--- src/rtl/sc_tag_arbiter.sv ---
// sc_tag_arbiter: round-robin arbiter that hands out unique, in-order tags
// from one wrapping counter (0..TAG_MAX) and tracks outstanding tags so a
// tag is never reissued before it has been released.
module sc_tag_arbiter #(
    parameter int unsigned NREQ    = 4,
    parameter int unsigned TAG_MAX = 5,
    parameter int unsigned TW      = 3
) (
    input  logic               clk,
    input  logic               rst,
    input  logic [NREQ-1:0]    req,
    output logic [NREQ-1:0]    gnt,
    output logic [TW-1:0]      tag_out,
    input  logic               rel_vld,
    input  logic [TW-1:0]      rel_tag,
    input  logic               ctr_clr,
    output logic               stall,
    output logic [TAG_MAX:0]   busy,
    output logic               err
);

    localparam int unsigned PW = (NREQ > 1) ? $clog2(NREQ) : 1;

    // State flops
    logic [TW-1:0]    cnt_q,  cnt_d;
    logic [PW-1:0]    rr_q,   rr_d;
    logic [TAG_MAX:0] busy_q, busy_d;
    logic             err_q,  err_d;

    // Combinational helpers
    logic             cur_busy;
    logic             any_req;
    logic             grant_ok;
    logic             found;
    logic [PW-1:0]    gidx;
    logic [NREQ-1:0]  gnt_c;
    logic             rel_in_range;
    logic             rel_hit;
    logic             rel_ok;

    // Look up whether the tag the counter currently points at is outstanding
    always_comb begin
        cur_busy = 1'b0;
        for (int unsigned i = 0; i <= TAG_MAX; i++) begin
            if (cnt_q == TW'(i)) begin
                cur_busy = busy_q[i];
            end
        end
    end

    // Round-robin pick: first asserted request scanning upward from rr_q
    always_comb begin
        any_req  = |req;
        grant_ok = any_req & ~cur_busy & ~ctr_clr;
        found    = 1'b0;
        gidx     = '0;
        gnt_c    = '0;
        for (int unsigned k = 0; k < NREQ; k++) begin
            for (int unsigned j = 0; j < NREQ; j++) begin
                if (!found && ((32'(rr_q) + k) % NREQ == j) && req[j]) begin
                    found    = 1'b1;
                    gidx     = PW'(j);
                    gnt_c[j] = grant_ok;
                end
            end
        end
    end

    // Qualify the release strobe: tag must be in range and outstanding
    always_comb begin
        rel_in_range = (32'(rel_tag) <= TAG_MAX);
        rel_hit      = 1'b0;
        for (int unsigned i = 0; i <= TAG_MAX; i++) begin
            if (rel_tag == TW'(i)) begin
                rel_hit = busy_q[i];
            end
        end
        rel_ok = rel_vld & rel_in_range & rel_hit;
    end

    // Next-state: issue, counter clear, release and sticky error
    always_comb begin
        cnt_d  = cnt_q;
        rr_d   = rr_q;
        busy_d = busy_q;
        err_d  = err_q;

        if (grant_ok) begin
            for (int unsigned i = 0; i <= TAG_MAX; i++) begin
                if (cnt_q == TW'(i)) begin
                    busy_d[i] = 1'b1;
                end
            end
            cnt_d = (cnt_q == TW'(TAG_MAX)) ? '0 : cnt_q + TW'(1);
            rr_d  = (32'(gidx) + 1 == NREQ) ? '0 : gidx + PW'(1);
        end

        // Clear only rewinds the counter and pointer; outstanding tags stay tracked
        if (ctr_clr) begin
            cnt_d = '0;
            rr_d  = '0;
        end

        // Released tag can never equal the issued one (issue needs it idle)
        if (rel_ok) begin
            for (int unsigned i = 0; i <= TAG_MAX; i++) begin
                if (rel_tag == TW'(i)) begin
                    busy_d[i] = 1'b0;
                end
            end
        end

        if (rel_vld && !rel_ok) begin
            err_d = 1'b1;
        end
    end

    // State register with asynchronous active-low reset
    always_ff @(posedge clk or negedge rst) begin
        if (!rst) begin
            cnt_q  <= '0;
            rr_q   <= '0;
            busy_q <= '0;
            err_q  <= 1'b0;
        end else begin
            cnt_q  <= cnt_d;
            rr_q   <= rr_d;
            busy_q <= busy_d;
            err_q  <= err_d;
        end
    end

    assign gnt     = gnt_c;
    assign tag_out = cnt_q;
    assign stall   = any_req & ~grant_ok;
    assign busy    = busy_q;
    assign err     = err_q;

endmodule

--- config.mk ---
export PLATFORM = sky130hd
export DESIGN_NAME = sc_tag_arbiter
export DESIGN_NICKNAME = d
export VERILOG_FILES = /design/src/rtl/sc_tag_arbiter.sv
export SDC_FILE = /design/constraint.sdc
export NUM_CORES = 1
export LEC_CHECK = 0
export BUFFER_PORTS_ARGS = -buffer_cell sky130_fd_sc_hd__buf_2
export CAP_MARGIN = 20
export CELL_PAD_IN_SITES_DETAIL_PLACEMENT = 1
export CELL_PAD_IN_SITES_GLOBAL_PLACEMENT = 2
export CORE_ASPECT_RATIO = 0.6
export CORE_UTILIZATION = 32
export DETAILED_ROUTE_END_ITERATION = 16
export PLACE_DENSITY_LB_ADDON = 0.1
export SLEW_MARGIN = 15
export SYNTH_ARGS = -nofsm -noshare
export SYNTH_HDL_FRONTEND = slang
export SYNTH_SLANG_ARGS = --single-unit
--- constraint.sdc ---
create_clock -name clk -period 5.8 [get_ports clk]
set_input_delay 1.16 -clock clk [delete_from_list [all_inputs] [get_ports clk]]
set_output_delay 1.16 -clock clk [all_outputs]
set_load 0.005 [all_outputs]
==> results of run 1 <==
-- sequential cells by signal, summed over array words and instances, names as in the netlist --
signal   cells
rr_q         2
err          1
tag_out      3
busy         6
-- power breakdown --
| part | switching, mW | internal (mW) |
|---|---|---|
| Clock | 0.0332 | 0.0601 |
| Combinational | 0.133 | 0.131 |
| Sequential | 0.0561 | 0.112 |
-- metal layers --
layer	wire [µm]	vias to the layer above	GRT usage (%)
met5	0	-	0
met4	6	0	3.53
met3	88	2	5.47
met2	1010	16	23.7
met1	1640	438	32.4
li1	-	441	-
-- metrics by stage --
stage / instance area [µm²] / instances
global placement: 1090 / 169
finish: 1140 / 173
global route: 1140 / 173
floorplan: 943 / 110
detailed placement: 1090 / 169
CTS: 1140 / 173
-- area by class of cell --
cell class              count  area (µm²)
inverters                   8        30.0
flip-flops and latches     12         300
fillers                   329        1500
clock buffers               4        55.1
multi-input cells          84         582
repair buffers             25         125
well taps                  40        50.0
-- how the worst min path moves through the flow --
stage / startpoint / endpoint / slack (ps) / depth (start not counted)
floorplan: err / err / 450 / 1
global placement: err / err / 440 / 1
detailed placement: err / err / 450 / 1
CTS: err / err / 460 / 1
global route: err / err / 480 / 1
finish: err / err / 460 / 1
-- cell families (layout without fill, tap and decap cells) --
kind of cell,after synthesis,in the layout
AND/OR/NAND/NOR,40,40
multiplexers,9,9
buffers and inverters,14,37
adder cells (fa/ha/maj),1,1
flip-flops,12,12
AO/OA/AOI/OAI,34,34
-- critical path, cell delays in order --
cell and delay, ps:
sky130_fd_sc_hd__buf_2 140, sky130_fd_sc_hd__nor4_1 370, sky130_fd_sc_hd__a21oi_1 130, sky130_fd_sc_hd__o211ai_2 260, sky130_fd_sc_hd__and2_1 200, sky130_fd_sc_hd__buf_2 100
-- placed cells by master (no fill, tap or decap), types with 2 or more instances in the layout --
cell type,Yosys,routed
sky130_fd_sc_hd__o41ai_1,2,2
sky130_fd_sc_hd__nor2b_1,3,3
sky130_fd_sc_hd__nand2_1,9,9
sky130_fd_sc_hd__nand2b_1,4,4
sky130_fd_sc_hd__o221ai_1,2,2
sky130_fd_sc_hd__a21oi_1,7,7
sky130_fd_sc_hd__and2_1,3,3
sky130_fd_sc_hd__o21ai_0,6,6
sky130_fd_sc_hd__o31ai_2,2,2
sky130_fd_sc_hd__mux2_4,2,2
sky130_fd_sc_hd__clkbuf_8,0,4
sky130_fd_sc_hd__mux2i_1,5,5
sky130_fd_sc_hd__dfrtp_1,12,12
sky130_fd_sc_hd__inv_1,8,8
sky130_fd_sc_hd__o21ai_1,4,4
sky130_fd_sc_hd__buf_2,1,25
sky130_fd_sc_hd__nor2_1,14,14
==> out/results.md, run 1 <==
| Group | Item | Value |
| --- | --- | --- |
| critical path | Kind of launch point of the worst setup path | primary input |
| timing | Largest clock skew in the final design | 0.987 ps |
| critical path | Start of the worst register-to-register path | tag_out[0] |
| place | IO Port Bufs | 25 |
| place | Post-DP HPWL | 2150 µm |
| route | Detailed-route vias per instance | 5.18 |
| critical path | Worst setup path endpoint | stall |
| yosys | Number of warnings printed during yosys synthesis | 0 |
| job | Max Cap Violations | 0 |
| clock network | H-Tree Depth | 1 |
| yosys | Cells after Synth | 110 |
| yosys | Most used standard cell by instance count after synthesis | sky130_fd_sc_hd__nor2_1 |
| timing | Setup repair after global routing missed its margin | false |
| route | Iteration-0 DRC Markers | 62 |
| global routing | Vias in the first global route | 860 |
| yosys | Synth Area in Compound Gates | 26.9% |
| layout | Area growth from synthesis to layout | 21.1% |
| die | Area of the core | 2650 µm² |
| layout | Total Nets Final | 146 |
| power | Largest vdd supply drop | 158 µV |
| route | Routed wire per std cell | 15.9 µm |
| hold path | Path class of the lowest-slack min-delay path | reg -> reg |
| timing | Final Hold Vio Count | 0 |
| place | Final weighted congestion of routability-driven global placement | 0.773 |
| timing | Setup-violating endpoint count in the final report | 0 |
| critical path | Peak fanout along the critical path | 11 |
| yosys | Simple-gate area share of the yosys netlist | 21.4% |
| critical path | Crit. End Element | output pin |
| yosys | Mapped Nets | 122 |
| critical path | WP data required | 4640 ps |
| die | Overall die area | 3180 µm² |
| critical path | Endpoint of the most critical register-to-register path | busy[2] |
| yosys | Number of distinct standard cells referenced by the synthesized netlist | 39 |
| clock network | Clock tree from TritonCTS | built |
| route | DR pass1 iterations | 4 |
| yosys | Number of enable-type register cells in the synthesized netlist | 0 |
| layout | Number of inserted diodes | 0 |
| clock network | Total CTS buffers | 3 |
| die | FP Rows | 14 |
| global routing | Gr ovfl total | 0 |
| timing | Ratio of final minimum period to clock period | 61.0% |
| layout | Proportion of layout cells with a drive suffix above 1 | 29.3% |
| clock network | Clock latency on the worst-skew pair | 240 ps |
| global routing | GRT Util Overall | 19.4% |
| timing | Maximum frequency from static timing analysis | 283 MHz |
| critical path | Worst reg2reg setup slack | 3850 ps |
| yosys | Largest cells by area after synthesis | sky130_fd_sc_hd__dfrtp_1 (32%), sky130_fd_sc_hd__nor2_1 (5.6%), sky130_fd_sc_hd__mux2i_1 (5.3%) |
| global routing | Global-route wire length before repair | 4530 µm |
| critical path | Critical Path Source | req[0] |
| route | Total length of routed wires | 2750 µm |
| yosys | Top cells by count, synth | sky130_fd_sc_hd__nor2_1 (14), sky130_fd_sc_hd__dfrtp_1 (12), sky130_fd_sc_hd__nand2_1 (9) |
| critical path | Worst r2r path cells | 6 |
| yosys | Arithmetic-cell share of the synthesized area counting full adders, half adders and majority gates | 1.33% |
| clock network | Setup bufs post-CTS | 0 |
| timing | Actual slew at the worst max-slew pin | 578 ps |
| route | Number of vias in the routed layout | 897 |
| yosys | Area of the mapped netlist | 943 µm² |
| route | Post-route antenna net violation count | 0 |
| yosys | Library cell with the largest summed area after synthesis | sky130_fd_sc_hd__dfrtp_1 |
| critical path | Class of the most critical setup path | in -> out |
| yosys | Dominant combinational cell family by area after synthesis | compound AO/OA/AOI/OAI gates |
| timing | Max_slew headroom | 61.3% |
| yosys | Average size of a mapped cell | 8.58 µm² |
| timing | Min Hold Slack | 462 ps |
| yosys | Total of flip-flops plus latches after synthesis | 12 |
| global routing | Largest net degree at the start of global routing | 13 |
| yosys | Sequential fraction of the synthesis area | 31.8% |
| layout | Core utilization of the finished layout | 43.2% |
| clock network | Post-cts hold buffer count | 0 |
| place | Post-placement worst setup slack | 2270 ps |
| clock network | Bufs on Longest Clock Path | 2 |
| clock network | Post-cts sizing count | 0 |
| route | Count of unresolved DRC violations after routing | 0 |
| timing | Final Slew Violations | 0 |
| power | Total power divided by cell area | 460 nW/µm² |
| global routing | Initial antenna violation count | 0 |
| clock network | Clock root buffer master | sky130_fd_sc_hd__clkbuf_8 |
| yosys | Top flip-flop cell by instance count after synthesis | sky130_fd_sc_hd__dfrtp_1 |
| clock network | Clock net sink count | 12 |
| timing | Final critical delay including setup and external delays | 3540 ps |
| yosys | Area share of xor/xnor cells in the synthesized design | 0% |
| power | P_leak | 0.522 nW |
| critical path | Worst EP arrival | 2380 ps |
| yosys | Portion of netlist area occupied by mux cells | 12.1% |
| die | Boundary pin count | 26 |
| die | Overall die height | 44.1 µm |
| yosys | Area share of the largest cell type after synthesis | 31.8% |
| die | Width of the die | 72.1 µm |
| die | Initial cell density of the core | 35.7% |
| timing | Total Negative Setup Slacks | 0 ps |
| timing | Worst-case setup margin in the final layout | 2260 ps |
| clock network | Clock-pin slew on the worst setup and hold paths | 60 ps |
| yosys | Proportion of register bits with asynchronous set or reset after synthesis | 100% |
| power | Tot Pwr | 0.525 mW |
| outcome | Outcome | finished, final reports clean |
Note: power is estimated with default switching activity, not from simulation.
==> run 2: changes to the inputs <==
CORE_UTILIZATION = 29   (was 32)
clock period = 3.4 ns   (was 5.8 ns; I/O delays follow)
==> run 2 against run 1 <==
  * Setup slack lost 1800 ps
  * Die area rose by 10%
  * Hold slack worse by 160 ps
  * Critical endpoint unchanged
  * Sequential power increased by 69%
  * Critical path type is now reg -> out
  * Core utilization decreased by 4.8 points
  * Final cell count rose by 1.2%
  * Wire length up 2.3%
  * Clock skew up 4.2 ps
==> out/results.md, run 2 (synthesis results as in run 1) <==
| Group | Item | Value |
| --- | --- | --- |
| critical path | Worst EP arrival | 2220 ps |
| power | Total power divided by cell area | 792 nW/µm² |
| critical path | Peak fanout along the critical path | 11 |
| power | Switching power | 0.389 mW |
| timing | Ratio of final minimum period to clock period | 85.2% |
| layout | Combined area of the multi-input logic cells | 582 µm² |
| route | Count of unresolved DRC violations after routing | 0 |
| power | Part of the total power dissipated in the clock network | 18.1% |
| route | Total length of routed wires | 2810 µm |
| timing | Total Negative Setup Slacks | 0 ps |
| power | P_leak | 0.522 nW |
| die | Initial cell density of the core | 31.6% |
| global routing | Initial antenna violation count | 0 |
| timing | Worst-case setup margin in the final layout | 503 ps |
| clock network | Clock-pin slew on the worst setup and hold paths | 60 ps |
| clock network | Total CTS buffers | 3 |
| clock network | H-Tree Depth | 1 |
| clock network | Post-cts sizing count | 0 |
| layout | Area of all sequential standard cells | 300 µm² |
| layout | Proportion of layout cells with a drive suffix above 1 | 29.3% |
| die | Overall die area | 3490 µm² |
| critical path | Class of the most critical setup path | reg -> out |
| timing | Setup-violating endpoint count in the final report | 0 |
| critical path | WP data required | 2720 ps |
| timing | Actual slew at the worst max-slew pin | 573 ps |
| power | Sequential Power Share | 31.4% |
| critical path | Kind of launch point of the worst setup path | register |
| timing | Final Slew Violations | 0 |
| global routing | Global-route wire length before repair | 4550 µm |
| power | Total internal power | 0.517 mW |
| route | Detailed-route vias per instance | 5.13 |
| place | Cell total after placement | 171 |
| die | FP Rows | 15 |
| critical path | Worst reg2reg setup slack | 1430 ps |
| timing | Largest clock skew in the final design | 5.16 ps |
| hold path | Path class of the lowest-slack min-delay path | in -> async |
| route | Routed wire per std cell | 16.1 µm |
| layout | Number of fill cells | 350 |
| global routing | Gr ovfl total | 0 |
| job | Max Cap Violations | 0 |
| place | IO Port Bufs | 25 |
| clock network | Clock latency on the worst-skew pair | 250 ps |
| clock network | Post-cts hold buffer count | 0 |
| power | Combinational share of power | 50.5% |
| layout | Leading cell types in the layout, fill and taps excluded | sky130_fd_sc_hd__buf_2 (25), sky130_fd_sc_hd__nor2_1 (14), sky130_fd_sc_hd__dfrtp_1 (12) |
| power | Switching part of the total power | 42.9% |
| place | Post-DP HPWL | 2270 µm |
| clock network | Bufs on Longest Clock Path | 2 |
| layout | Total Nets Final | 146 |
| clock network | Setup bufs post-CTS | 0 |
| clock network | Clock tree from TritonCTS | built |
| global routing | GRT Util Overall | 19.0% |
| power | Largest vdd supply drop | 347 µV |
| die | Area of the core | 2980 µm² |
| critical path | Endpoint of the most critical register-to-register path | busy[2] |
| layout | Largest register FFs | 6 |
| route | Post-route antenna net violation count | 0 |
| critical path | Start of the worst register-to-register path | tag_out[0] |
| timing | Final Hold Vio Count | 0 |
| timing | Setup repair after global routing missed its margin | false |
| layout | Area growth from synthesis to layout | 21.4% |
| timing | Maximum frequency from static timing analysis | 345 MHz |
| route | Number of vias in the routed layout | 897 |
| layout | Post-route insts no fill | 175 |
| route | DR pass1 iterations | 4 |
| clock network | Clock net sink count | 12 |
| die | Overall die height | 46.2 µm |
| timing | Max_slew headroom | 61.7% |
| global routing | Largest net degree at the start of global routing | 13 |
| clock network | Clock root buffer master | sky130_fd_sc_hd__clkbuf_8 |
| layout | Number of inserted diodes | 0 |
| place | Final weighted congestion of routability-driven global placement | 0.783 |
| critical path | Crit. End Element | output pin |
| critical path | Worst r2r path cells | 6 |
| outcome | Outcome | finished, final reports clean |
| layout | Most frequent standard cell in the layout excluding fill and tap cells | sky130_fd_sc_hd__buf_2 |
| place | Post-placement worst setup slack | 777 ps |
| die | Width of the die | 75.6 µm |
| timing | Final critical delay including setup and external delays | 2900 ps |
| global routing | Vias in the first global route | 837 |
| route | Iteration-0 DRC Markers | 52 |
| die | Boundary pin count | 26 |
[run 2: cell counts in the layout (fill, tap and decap cells not counted)]
No cell type changed its count.
[run 2: routing by layer]
layer	global-route usage [%]	vias up	routed length, µm
met3	6.35	4	143
met4	6.67	0	36
li1	-	438	-
met5	0	-	0
met1	31.0	432	1680
met2	21.1	23	953
[run 2: metrics by stage]
stage	instance area, µm²	hold slack, ps	power, mW	util, %
floorplan	943	384	0.607	-
global placement	1090	444	0.739	36.5
detailed placement	1090	481	0.741	36.5
CTS	1140	309	0.908	38.4
global route	1140	319	0.972	38.4
finish	1140	299	0.907	38.4
[run 2: worst max-delay path by stage]
stage	start	to	slack [ps]
floorplan	req[0]	gnt[2]	1040
global placement	req[0]	stall	770
detailed placement	tag_out[0]	stall	780
CTS	tag_out[0]	stall	490
global route	tag_out[0]	stall	340
finish	tag_out[0]	stall	500
[run 2: power groups by stage]
stage | Clock [mW] | Sequential [mW] | Combinational, mW
2_1_floorplan | 0 | 0.238 | 0.369
3_3_place_gp | 0 | 0.283 | 0.457
3_5_place_dp | 0 | 0.285 | 0.456
4_1_cts | 0.167 | 0.282 | 0.459
5_1_grt | 0.176 | 0.298 | 0.498
6_report | 0.164 | 0.284 | 0.458
[run 2: final cells by class]
cell class	count	area share (%)
clock buffers	4	4.81
multi-input cells	84	50.8
inverters	8	2.62
well taps	42	4.59
repair buffers	25	10.9
flip-flops and latches	12	26.2
[run 2: worst max-delay path, cell delays in order (launching register included)]
cell,delay (ps)
sky130_fd_sc_hd__dfrtp_1,500
sky130_fd_sc_hd__and2_1,200
sky130_fd_sc_hd__ha_1,220
sky130_fd_sc_hd__nand2b_1,120
sky130_fd_sc_hd__nand2_1,120
sky130_fd_sc_hd__o211ai_2,490
sky130_fd_sc_hd__and2_1,200
sky130_fd_sc_hd__buf_2,100
==> run 3: changes to the inputs <==
CORE_MARGIN = 10   (was not set)
SLEW_MARGIN = 10   (was 15)
==> run 3 against run 2 <==
  * Final cell count decreased by 0.57%
  * First-iteration DRC count grew 29%
  * Via count is 0.67% higher
==> out/results.md, run 3 (synthesis results as in run 1) <==
| Group | Item | Value |
| --- | --- | --- |
| timing | Final critical delay including setup and external delays | 2890 ps |
| route | Post-route antenna net violation count | 0 |
| clock network | Clock latency on the worst-skew pair | 240 ps |
| place | Post-DP HPWL | 2470 µm |
| route | Iteration-0 DRC Markers | 67 |
| critical path | WP data required | 2720 ps |
| route | DR pass1 iterations | 4 |
| clock network | Setup bufs post-CTS | 0 |
| layout | Number of fill cells | 368 |
| layout | Number of inserted diodes | 0 |
| hold path | Path class of the lowest-slack min-delay path | in -> async |
| die | Initial cell density of the core | 31.6% |
| critical path | Kind of launch point of the worst setup path | register |
| global routing | Global-route wire length before repair | 4900 µm |
| die | FP Rows | 15 |
| timing | Final Slew Violations | 0 |
| global routing | GRT Util Overall | 10.2% |
| critical path | Crit. End Element | output pin |
| timing | Ratio of final minimum period to clock period | 85.1% |
| route | Number of vias in the routed layout | 903 |
| clock network | H-Tree Depth | 1 |
| layout | Area growth from synthesis to layout | 19.9% |
| layout | Leading cell types in the layout, fill and taps excluded | sky130_fd_sc_hd__buf_2 (25), sky130_fd_sc_hd__nor2_1 (14), sky130_fd_sc_hd__dfrtp_1 (12) |
| critical path | Peak fanout along the critical path | 11 |
| clock network | Clock root buffer master | sky130_fd_sc_hd__clkbuf_8 |
| clock network | Post-cts hold buffer count | 0 |
| power | Total power divided by cell area | 770 nW/µm² |
| job | Max Cap Violations | 0 |
| place | IO Port Bufs | 25 |
| clock network | Bufs on Longest Clock Path | 2 |
| power | P_leak | 0.515 nW |
| global routing | Vias in the first global route | 884 |
| critical path | Class of the most critical setup path | reg -> out |
| layout | Largest register FFs | 6 |
| die | Overall die height | 64.2 µm |
| timing | Largest clock skew in the final design | 4.42 ps |
| global routing | Largest net degree at the start of global routing | 13 |
| route | Total length of routed wires | 3020 µm |
| timing | Maximum frequency from static timing analysis | 346 MHz |
| route | Detailed-route vias per instance | 5.19 |
| power | Tot Pwr | 0.871 mW |
| power | Largest vdd supply drop | 304 µV |
| place | Final weighted congestion of routability-driven global placement | 0.800 |
| die | Width of the die | 93.6 µm |
| clock network | Post-cts sizing count | 0 |
| clock network | Total CTS buffers | 3 |
| layout | Proportion of layout cells with a drive suffix above 1 | 28.8% |
| timing | Total Negative Setup Slacks | 0 ps |
| clock network | Clock net sink count | 12 |
| timing | Max_slew headroom | 59.3% |
| timing | Actual slew at the worst max-slew pin | 609 ps |
| global routing | Initial antenna violation count | 0 |
| clock network | Clock tree from TritonCTS | built |
| route | Routed wire per std cell | 17.4 µm |
| critical path | Worst EP arrival | 2210 ps |
| global routing | Gr ovfl total | 0 |
| clock network | Clock-pin slew on the worst setup and hold paths | 50 ps |
| route | Count of unresolved DRC violations after routing | 0 |
| timing | Setup repair after global routing missed its margin | false |
| die | Overall die area | 6010 µm² |
| timing | Setup-violating endpoint count in the final report | 0 |
| die | Area of the core | 2980 µm² |
| timing | Final Hold Vio Count | 0 |
| layout | Total Nets Final | 146 |
| outcome | Outcome | finished, final reports clean |
| die | Boundary pin count | 26 |
| layout | Most frequent standard cell in the layout excluding fill and tap cells | sky130_fd_sc_hd__buf_2 |
run 3: cell count changes in the layout (fill, tap and decap cells not counted), sizes merged:
| cell | previous run | this run |
|---|---|---|
| clkbuf | 4 | 3 |
run 3: routing by layer:
metal | part of all wire, % | vias to the layer above | track usage, %
li1 | - | 439 | -
met1 | 54 | 426 | 15.6
met2 | 37 | 38 | 11.9
met3 | 8.7 | 0 | 4.31
met4 | 0 | 0 | 2.83
met5 | 0 | - | 0
run 3: critical path, stage by stage (launching register included):
cell and delay, ps:
sky130_fd_sc_hd__dfrtp_1 490, sky130_fd_sc_hd__and2_1 200, sky130_fd_sc_hd__ha_1 220, sky130_fd_sc_hd__nand2b_1 100
sky130_fd_sc_hd__nand2_1 120, sky130_fd_sc_hd__o211ai_2 520, sky130_fd_sc_hd__and2_1 210, sky130_fd_sc_hd__buf_2 110
run 3: worst paths after layout:
path,startpoint,endpoint,slack (ps),cells past startpoint
worst max-delay path,tag_out[0],stall,510,7
worst min-delay path,rst,busy[0],320,1
worst max register to register,tag_out[0],busy[5],1440,6
worst min register to register,err,err,450,1
max in group asynchronous,rst,rr_q[1],2860,1
min in group clk,err,err,450,1
run 3: layout make-up:
class,instances,area [µm²],area share [%]
inverters,8,30.0,2.65
well taps,42,52.6,4.65
multi-input cells,84,582,51.4
clock buffers,3,41.3,3.65
flip-flops and latches,12,300,26.5
repair buffers,25,125,11.1
run 3: per-stage QoR:
step                      hold slack, ps  cells  util [%]  area (µm²)  worst slack (ps)
final                                316    174      37.9        1130               507
after global routing                 325    174      37.9        1130               292
after CTS                            321    174      37.9        1130               468
after detailed placement             450    171      36.5        1090               738
after global placement               443    171      36.5        1090               809
after floorplan                      384    110         -         943              1040
run 3: where the power goes:
part,total (mW),internal [mW],switching (mW)
Combinational,0.460,0.223,0.237
Clock,0.126,0.0777,0.0480
Sequential,0.285,0.192,0.0933
